==> config.mk <==
export PLATFORM = sky130hd
export DESIGN_NAME = volt_msg_tx_flat
export DESIGN_NICKNAME = d
export VERILOG_FILES = /design/src/rtl/volt_msg_tx_if.sv /design/src/rtl/volt_msg_tx.sv /design/src/flat_wrapper.sv
export SDC_FILE = /design/constraint.sdc
export NUM_CORES = 1
export LEC_CHECK = 0
export BUFFER_PORTS_ARGS = -buffer_cell sky130_fd_sc_hd__buf_4
export CELL_PAD_IN_SITES_DETAIL_PLACEMENT = 1
export CELL_PAD_IN_SITES_GLOBAL_PLACEMENT = 2
export CORE_ASPECT_RATIO = 1.2
export CORE_MARGIN = 2
export CORE_UTILIZATION = 30
export DETAILED_ROUTE_END_ITERATION = 6
export PLACE_DENSITY = 0.72
export SYNTH_ARGS = -nofsm -noshare
export SYNTH_HDL_FRONTEND = slang
export SYNTH_SLANG_ARGS = --single-unit
==> constraint.sdc <==
create_clock -name ad_clk -period 3.1 [get_ports ad_clk]
set_input_delay 0.62 -clock ad_clk [delete_from_list [all_inputs] [get_ports ad_clk]]
set_output_delay 0.62 -clock ad_clk [all_outputs]
set_load 0.05 [all_outputs]
==> src/rtl/volt_msg_tx_if.sv <==
// volt_msg_tx_if: byte stream handshake from the frame serialiser to the UART
// transmitter.
//   tx_data  - current frame byte
//   tx_valid - tx_data holds a byte waiting to be taken
//   tx_ready - the sink takes the byte on a cycle where tx_valid is also high
// master = serialiser side, slave = UART side.
interface volt_msg_tx_if;
    logic [7:0] tx_data;
    logic       tx_valid;
    logic       tx_ready;

    modport master (output tx_data, output tx_valid, input tx_ready);
    modport slave  (input tx_data, input tx_valid, output tx_ready);
endinterface

==> src/rtl/volt_msg_tx.sv <==
// volt_msg_tx: periodically snapshots both channels' BCD millivolt readings and
// sign characters, then sends them as the 25-byte text frame
// "CH1:+4.998V CH2:-0.012V\r\n" over a byte valid/ready handshake.
// Ports:
//   ad_clk, rst          - clock (rising edge), asynchronous active-high reset
//   enable               - periodic framing active
//   ch1_dec, ch2_dec     - 5-digit BCD values in mV, [19:16] most significant
//   ch1_sig, ch2_sig     - ASCII '+' / '-'
//   tx                   - byte handshake (master side)
//   busy                 - frame in progress (SEND or DONE)
//   frame_done           - one-cycle pulse after the last byte is taken
//   ovr_flag             - sticky, a snapshot had a nonzero ten-thousands digit
//   drop_cnt             - saturating count of ticks that arrived while busy
//
// state | meaning
// IDLE  | waiting for a period tick
// SEND  | presenting frame byte idx_q until the sink takes it
// DONE  | one cycle after the final byte, frame_done high
module volt_msg_tx #(
    parameter int unsigned PERIOD_CYCLES = 25000000,
    parameter int unsigned CNT_W         = 32
) (
    input  logic                ad_clk,
    input  logic                rst,
    input  logic                enable,
    input  logic [19:0]         ch1_dec,
    input  logic [19:0]         ch2_dec,
    input  logic [7:0]          ch1_sig,
    input  logic [7:0]          ch2_sig,
    volt_msg_tx_if.master       tx,
    output logic                busy,
    output logic                frame_done,
    output logic                ovr_flag,
    output logic [7:0]          drop_cnt
);

    typedef enum logic [1:0] {IDLE, SEND, DONE} state_t;

    localparam logic [CNT_W-1:0] CNT_LAST = CNT_W'(PERIOD_CYCLES - 1);
    localparam logic [4:0]       IDX_LAST = 5'd24;

    state_t            state_q, state_d;
    logic [CNT_W-1:0]  cnt_q, cnt_d;
    logic [4:0]        idx_q, idx_d;
    logic [19:0]       s1_dec_q, s1_dec_d, s2_dec_q, s2_dec_d;
    logic [7:0]        s1_sig_q, s1_sig_d, s2_sig_q, s2_sig_d;
    logic              ovr_q, ovr_d;
    logic [7:0]        drop_q, drop_d;

    logic              tick;
    logic              start;
    logic              xfer;
    logic [7:0]        frame_byte;

    function automatic logic [7:0] digit_chr(input logic [3:0] d, input logic ovr);
        if (ovr)
            return 8'h39;
        else if (d <= 4'd9)
            return 8'h30 + {4'd0, d};
        else
            return 8'h3F;
    endfunction

    function automatic logic [7:0] sign_chr(input logic [7:0] s);
        if (s == 8'h2B || s == 8'h2D)
            return s;
        else
            return 8'h3F;
    endfunction

    assign tick  = enable && (cnt_q == CNT_LAST);
    assign start = (state_q == IDLE) && tick;
    assign xfer  = (state_q == SEND) && tx.tx_ready;

    // State register
    always_ff @(posedge ad_clk or posedge rst) begin
        if (rst)
            state_q <= IDLE;
        else
            state_q <= state_d;
    end

    // Next-state logic
    always_comb begin
        state_d = state_q;
        case (state_q)
            IDLE:    if (tick) state_d = SEND;
            SEND:    if (xfer && idx_q == IDX_LAST) state_d = DONE;
            DONE:    state_d = IDLE;
            default: state_d = IDLE;
        endcase
    end

    // Outputs
    always_comb begin
        tx.tx_valid = (state_q == SEND);
        tx.tx_data  = (state_q == SEND) ? frame_byte : 8'h00;
        busy        = (state_q != IDLE);
        frame_done  = (state_q == DONE);
        ovr_flag    = ovr_q;
        drop_cnt    = drop_q;
    end

    // Datapath registers
    always_ff @(posedge ad_clk or posedge rst) begin
        if (rst) begin
            cnt_q    <= '0;
            idx_q    <= '0;
            s1_dec_q <= '0;
            s2_dec_q <= '0;
            s1_sig_q <= '0;
            s2_sig_q <= '0;
            ovr_q    <= 1'b0;
            drop_q   <= '0;
        end else begin
            cnt_q    <= cnt_d;
            idx_q    <= idx_d;
            s1_dec_q <= s1_dec_d;
            s2_dec_q <= s2_dec_d;
            s1_sig_q <= s1_sig_d;
            s2_sig_q <= s2_sig_d;
            ovr_q    <= ovr_d;
            drop_q   <= drop_d;
        end
    end

    always_comb begin
        cnt_d    = '0;
        idx_d    = idx_q;
        s1_dec_d = s1_dec_q;
        s2_dec_d = s2_dec_q;
        s1_sig_d = s1_sig_q;
        s2_sig_d = s2_sig_q;
        ovr_d    = ovr_q;
        drop_d   = drop_q;

        if (enable)
            cnt_d = (cnt_q == CNT_LAST) ? '0 : cnt_q + CNT_W'(1);

        if (start) begin
            s1_dec_d = ch1_dec;
            s2_dec_d = ch2_dec;
            s1_sig_d = ch1_sig;
            s2_sig_d = ch2_sig;
            idx_d    = '0;
            if (ch1_dec[19:16] != 4'd0 || ch2_dec[19:16] != 4'd0)
                ovr_d = 1'b1;
        end else if (xfer && idx_q != IDX_LAST) begin
            idx_d = idx_q + 5'd1;
        end

        // Ticks landing mid-frame are counted, never restart the frame.
        if (tick && state_q != IDLE && drop_q != 8'hFF)
            drop_d = drop_q + 8'd1;
    end

    // Byte mux: both channel fields share one layout; bytes 12..24 reuse the
    // channel-1 positions offset by 12, with CR/LF replacing the trailing space.
    always_comb begin
        logic        ch2;
        logic [4:0]  pos;
        logic [19:0] dec;
        logic [7:0]  sig;
        logic        ovr;

        ch2 = (idx_q >= 5'd12);
        pos = ch2 ? idx_q - 5'd12 : idx_q;
        dec = ch2 ? s2_dec_q : s1_dec_q;
        sig = ch2 ? s2_sig_q : s1_sig_q;
        ovr = (dec[19:16] != 4'd0);

        case (pos)
            5'd0:    frame_byte = 8'h43;
            5'd1:    frame_byte = 8'h48;
            5'd2:    frame_byte = ch2 ? 8'h32 : 8'h31;
            5'd3:    frame_byte = 8'h3A;
            5'd4:    frame_byte = sign_chr(sig);
            5'd5:    frame_byte = digit_chr(dec[15:12], ovr);
            5'd6:    frame_byte = 8'h2E;
            5'd7:    frame_byte = digit_chr(dec[11:8], ovr);
            5'd8:    frame_byte = digit_chr(dec[7:4], ovr);
            5'd9:    frame_byte = digit_chr(dec[3:0], ovr);
            5'd10:   frame_byte = 8'h56;
            5'd11:   frame_byte = ch2 ? 8'h0D : 8'h20;
            5'd12:   frame_byte = 8'h0A;
            default: frame_byte = 8'h00;
        endcase
    end

endmodule

==> src/flat_wrapper.sv <==
// flat-port wrapper written by rule: the top's interface ports become plain ports
module volt_msg_tx_flat 
#(
    parameter int unsigned PERIOD_CYCLES = 25000000,
    parameter int unsigned CNT_W         = 32
)
  (ad_clk, rst, enable, ch1_dec, ch2_dec, ch1_sig, ch2_sig, busy, frame_done, ovr_flag, drop_cnt, tx_tx_data, tx_tx_valid, tx_tx_ready);
  volt_msg_tx_if tx_i ();
  input  logic ad_clk;
  input  logic rst;
  input  logic enable;
  input  logic [19:0] ch1_dec;
  input  logic [19:0] ch2_dec;
  input  logic [7:0] ch1_sig;
  input  logic [7:0] ch2_sig;
  output logic busy;
  output logic frame_done;
  output logic ovr_flag;
  output logic [7:0] drop_cnt;
  output wire logic [$bits(tx_i.tx_data)-1:0] tx_tx_data;
  output wire logic [$bits(tx_i.tx_valid)-1:0] tx_tx_valid;
  input wire logic [$bits(tx_i.tx_ready)-1:0] tx_tx_ready;
  assign tx_tx_data = tx_i.tx_data;
  assign tx_tx_valid = tx_i.tx_valid;
  assign tx_i.tx_ready = tx_tx_ready;
  volt_msg_tx #(.PERIOD_CYCLES(PERIOD_CYCLES), .CNT_W(CNT_W)) u_core (.ad_clk(ad_clk), .rst(rst), .enable(enable), .ch1_dec(ch1_dec), .ch2_dec(ch2_dec), .ch1_sig(ch1_sig), .ch2_sig(ch2_sig), .tx(tx_i), .busy(busy), .frame_done(frame_done), .ovr_flag(ovr_flag), .drop_cnt(drop_cnt));
endmodule
* After elaboration in Yosys (flattened, before gate mapping)
Cells that the tools add are included.
Storage, ports and cells: flip-flop bits (word level) 104, bits of input ports 60, output and inout bits 20
Cells by class: add/subtract/negate cells 8, magnitude comparators 5, equal/unequal tests 22, muxes and demuxes 23, reductions and logical operators 18
Operators with widths (number):
- 8-bit case mux with 13 select lines | 1
- 8-bit two-way mux | 11
- 32-bit two-way mux | 2
- 32-bit by 1-bit adder with 32-bit output, second input constant | 1
- 32-bit by 25-bit == test with 1-bit output, second input constant | 1
- 6-bit by 4-bit adder with 7-bit output, first input constant | 4
- 5-bit by 4-bit == test with 1-bit output, second input constant | 5
- 5-bit by 3-bit == test with 1-bit output, second input constant | 4
- 20-bit two-way mux | 1
- 8-bit by 6-bit == test with 1-bit output, second input constant | 2
- 4-bit <= comparator, second input constant | 4
- 5-bit two-way mux | 3
- 4-bit nonzero test | 3
- 5-bit by 2-bit == test with 1-bit output, second input constant | 2
- 8-bit by 1-bit adder with 8-bit output, second input constant | 1
- 8-bit inequality test, second input constant | 1
- 1-bit logical AND | 7
- 2-bit two-way mux | 3
- 6-bit two-way mux | 1
- 5-bit by 1-bit adder with 5-bit output, second input constant | 1
- 5-bit by 1-bit == test with 1-bit output, second input constant | 1
- 5-bit == test, second input constant | 1
- 5-bit by 4-bit >= comparator with 1-bit output, second input constant | 1
- 5-bit zero test | 1
- 10 further kinds | 14

* Longest topological paths before layout
depth in word-level cells 7, depth in mapped cells 11, gate-level depth less buffers 8

* Worst setup path after synthesis
Ideal clock, no wire load.
path type register -> output, start point reg u_core.idx_q[0], end point out tx_tx_data[1], data arrival time 2.781 ns, path slack -0.301 ns, stages on the path, launching flop included 10, cell sequence dfrtp_1 -> inv_1 -> ha_1 -> buf_2 -> a221oi_2 -> buf_2 -> nor3_1 -> a2111oi_0 -> o41ai_1 -> a31oi_1
Between the ends: cells in the longest elaborated chain, start to end 7, elaborated cells on any way between the ends 42, classes of those cells add/sub: 5; order compare: 5; eq/ne: 14; mux: 15; reduce/logical: 3
RTL lines:
- start, declared | line volt_msg_tx.sv:44 | logic [4:0] idx_q, idx_d;
- start signal, assigned | line volt_msg_tx.sv:117 | idx_q <= idx_d;
- 5-bit by 4-bit >= comparator with 1-bit output | line volt_msg_tx.sv:166 | ch2 = (idx_q >= 5'd12);
- 20-bit two-way mux / 8-bit two-way mux (equally long branches) | line volt_msg_tx.sv:168, volt_msg_tx.sv:169
- 6-bit by 4-bit adder with 7-bit output (tied with other cells) | line volt_msg_tx.sv:59 | return 8'h30 + {4'd0, d};
- 8-bit two-way mux / 1-bit logical OR (equally long branches) | line volt_msg_tx.sv:58, volt_msg_tx.sv:65
- 8-bit two-way mux, on equally long branches | line volt_msg_tx.sv:56, volt_msg_tx.sv:65
- 8-bit case mux with 13 select lines * | line volt_msg_tx.sv:172 | case (pos)
- 8-bit two-way mux * | line volt_msg_tx.sv:97 | tx.tx_data = (state_q == SEND) ? frame_byte : 8'h00;
- end, declared | line flat_wrapper.sv:20 | output wire logic [$bits(tx_i.tx_data)-1:0] tx_tx_data;
Every way passes the cells marked *; elsewhere a longest branch is shown, timed or not.

* Final worst setup path
start point reg u_core.idx_q[2], end point out tx_tx_data[2]
Same word-level chain as after synthesis.

==> impl_metrics.json <==
{
  "status": "finished, violations left",
  "violations": "setup timing",
  "slew_viol_final": 0,
  "endpoint_kind": "output port",
  "clock_skew_ps": 10.9,
  "ant_nets": 0,
  "cts.path.max_buffers": 2,
  "worst_pin_slew_ps": 564,
  "synth_cells": 511,
  "crit_fanout": 6,
  "p_leak_nw": 3.50,
  "die-height_um": 153,
  "period_needed_ps": 3370,
  "root_buffer": "clkbuf_16",
  "grt_max_degree": 81,
  "critical_path.slowest_cell": "o41ai_2",
  "vias": 4547,
  "setup_violations": 6,
  "r2r_cells": 6,
  "setup_tns_ps": -1230,
  "start_util": 0.306,
  "cts_sinks": 104,
  "grt-ovfl-total": 0,
  "cts_max_level": 3,
  "hold_viol": 0,
  "cp_top_family": "compound AO/OA/AOI/OAI gates",
  "hold_class": "input port to asynchronous set/reset pin",
  "fin_crit_sh": 1.09,
  "cp_num_buf_inv": 3,
  "relSlewSlack": 0.623,
  "crit_chain": "ha_4 -> a211o_4 -> o211ai_1 -> buf_4 -> a2111oi_4 -> o41ai_2 -> buf_4 -> a31oi_2 -> buf_6",
  "antennaDiodeCount": 0,
  "grt_pass1_vias": 4963,
  "avgRoutedWirePerCell_um": 18.8,
  "grtUsageTotal": 0.173,
  "core-area_um2": 18200,
  "ys_ff_latch": 104,
  "portBuffers": 78,
  "start_kind": "flop",
  "dp_hpwl_um": 11700,
  "cts_buffers": 9,
  "drtPass1Iterations": 5,
  "rows": 54,
  "max_stage_delay_ps": 460,
  "synth_area_um2": 5550,
  "die_area_um2": 19600,
  "required_ps": 2480,
  "synth_seq_area_share": 0.469,
  "areaGrowthSynthToFinish_pct": 37.9,
  "antenna_found_initial": 0,
  "hold_buffers": 0,
  "worst_ep_arrival_time_ps": 2750,
  "synth-async-reset-ratio": 1.00,
  "pin_count": 80,
  "synth_edf_count": 0,
  "routed_wirelength_um": 16500,
  "cts_tree": "built",
  "max_freq_mhz": 297,
  "grt_pass1_wl_um": 26600,
  "vdd_drop_max_v": 0.000235,
  "ys_dominant_reg_cell": "dfrtp_1",
  "yosysTopAreaCell": "dfrtp_1",
  "ys_warn_count": 0,
  "drt_iter0_drc": 210,
  "clk_latency_ps": 360,
  "ys_types": 64,
  "place_congestion": 0.886,
  "fin_ws_ps": -266,
  "drive_above_1_share": 0.447,
  "rsz0062_at_grt": "true",
  "synthesis.nets": 579,
  "synth_area_leaders": "dfrtp_1, mux2_2, mux2_4, xnor2_1, nor2_1",
  "final_core_util": 0.422,
  "path_clk_slew_ps": 80,
  "synth_top_cell_area_share": 0.469,
  "die_w_um": 128,
  "drc_errors": 0,
  "cap_viol_max_count": 0,
  "drt-vias-per-instance": 5.17,
  "fin_nets": 718,
  "cp.depth": 9,
  "crit_top_cell": "buf_4",
  "worstSetupPathType": "flop to output port",
  "p_per_area_nw_per_um2": 340,
  "syn_avg_cell_area_um2": 10.9
}
==> sequential cells by signal (all words and copies together), names as in the netlist <==
register         count
u_core.ovr_flag      1
u_core.s2_dec_q     20
u_core.s2_sig_q      8
u_core.cnt_q        32
u_core.s1_dec_q     20
u_core.s1_sig_q      8
u_core.drop_cnt      8
u_core.idx_q         5
u_core.state_q       2
==> layout make-up <==
type,count,area (um2)
Sequential cell,104,2610
Tap cell,224,280
Clock buffer,10,239
Fill cell,1948,10500
Multi-Input combinational cell,374,3220
Clock inverter,6,50.0
Timing Repair Buffer,150,1220
Inverter,11,45.0
==> cell usage after synthesis, types with 13 or more instances <==
cell and number:
nand2_1 24, mux2_4 18, nand3_1 16, dfrtp_1 104, a21oi_1 16, xnor2_1 22
nor2_1 50, o21ai_0 18, nor3_1 13, nand4_1 14, xor2_1 19, mux2_2 39
==> per-stage QoR <==
stage | instance area (um2) | instances | setup slack, ps | power (mW) | hold WS, ps
floorplan | 5570 | 511 | -288 | 1.42 | 455
global route | 7660 | 879 | -332 | 2.71 | 339
detailed placement | 6720 | 841 | -260 | 1.50 | 460
global placement | 6720 | 841 | -224 | 1.50 | 451
CTS | 7540 | 871 | -235 | 2.65 | 322
finish | 7660 | 879 | -266 | 2.60 | 308
==> cell families (layout without fill, tap and decap cells) <==
family | count (synthesis) | after routing | synth area share
adders and majority gates | 8 | 8 | 0.0180
other | 1 | 1 | 0.000675
and+or+nand+nor | 178 | 178 | 0.174
buffers and inverters | 33 | 177 | 0.0304
muxes | 60 | 60 | 0.133
AOI/OAI and AO/OA | 86 | 86 | 0.110
xor gates and xnor gates | 41 | 41 | 0.0647
DFF | 104 | 104 | 0.469
==> report_power, final <==
| part | total [mW] | leakage (nW) | internal [mW] | switching (mW) |
|---|---|---|---|---|
| sequential | 1.36 | 1.44 | 1.36 | 0.00289 |
| combinational | 0.110 | 1.91 | 0.0547 | 0.0548 |
| clock | 1.13 | 0.141 | 0.579 | 0.552 |
==> layer usage <==
metal | share of wire | vias to the layer above | routed length, um | track usage
li1 | - | 2152 | - | -
met1 | 0.41 | 2296 | 6840 | 0.206
met2 | 0.53 | 69 | 8780 | 0.308
met3 | 0.024 | 30 | 401 | 0.0284
met4 | 0.029 | 0 | 482 | 0.0691
met5 | 0 | - | 0 | 0
==> timing repair <==
| item | CTS | global route |
|---|---|---|
| setup buffers | 15 | 8 |
| gates resized for setup | 91 | 13 |
| endpoints found under the setup margin | 7 | 7 |
| pin swaps | 22 | 8 |
==> path summary, 6_finish.rpt <==
kind	startpoint	end	slack, ps
hold reg to reg	u_core.ovr_flag	u_core.ovr_flag	470
setup reg to reg	u_core.cnt_q[0]	u_core.drop_cnt[1]	760
min in group ad_clk	u_core.ovr_flag	u_core.ovr_flag	470
setup / recovery	u_core.idx_q[2]	tx_tx_data[2]	-270
hold / removal	rst	u_core.cnt_q[11]	310
max in group asynchronous	rst	u_core.s1_sig_q[7]	1970
==> cells in the final DEF (no fill, tap or decap), types with 4 or more instances in the layout <==
master	netlist	layout
buf_4	2	134
dfrtp_1	104	102
nor2_1	50	48
mux2_2	39	39
xnor2_1	22	21
nand2_1	24	20
xor2_1	19	19
mux2_4	18	18
nand3_1	16	16
a21oi_1	16	14
o21ai_0	18	14
nand4_1	14	14
and3_1	10	10
buf_6	3	10
nor3_1	13	9
clkbuf_16	0	9
nor4_1	8	7
inv_1	11	7
a211oi_1	9	6
or3_1	6	5
nor3_2	1	5
ha_1	8	5
o41ai_2	1	4
nand2b_1	4	4
a31oi_1	7	4
No activity file was read; power rests on OpenSTA's default activity.
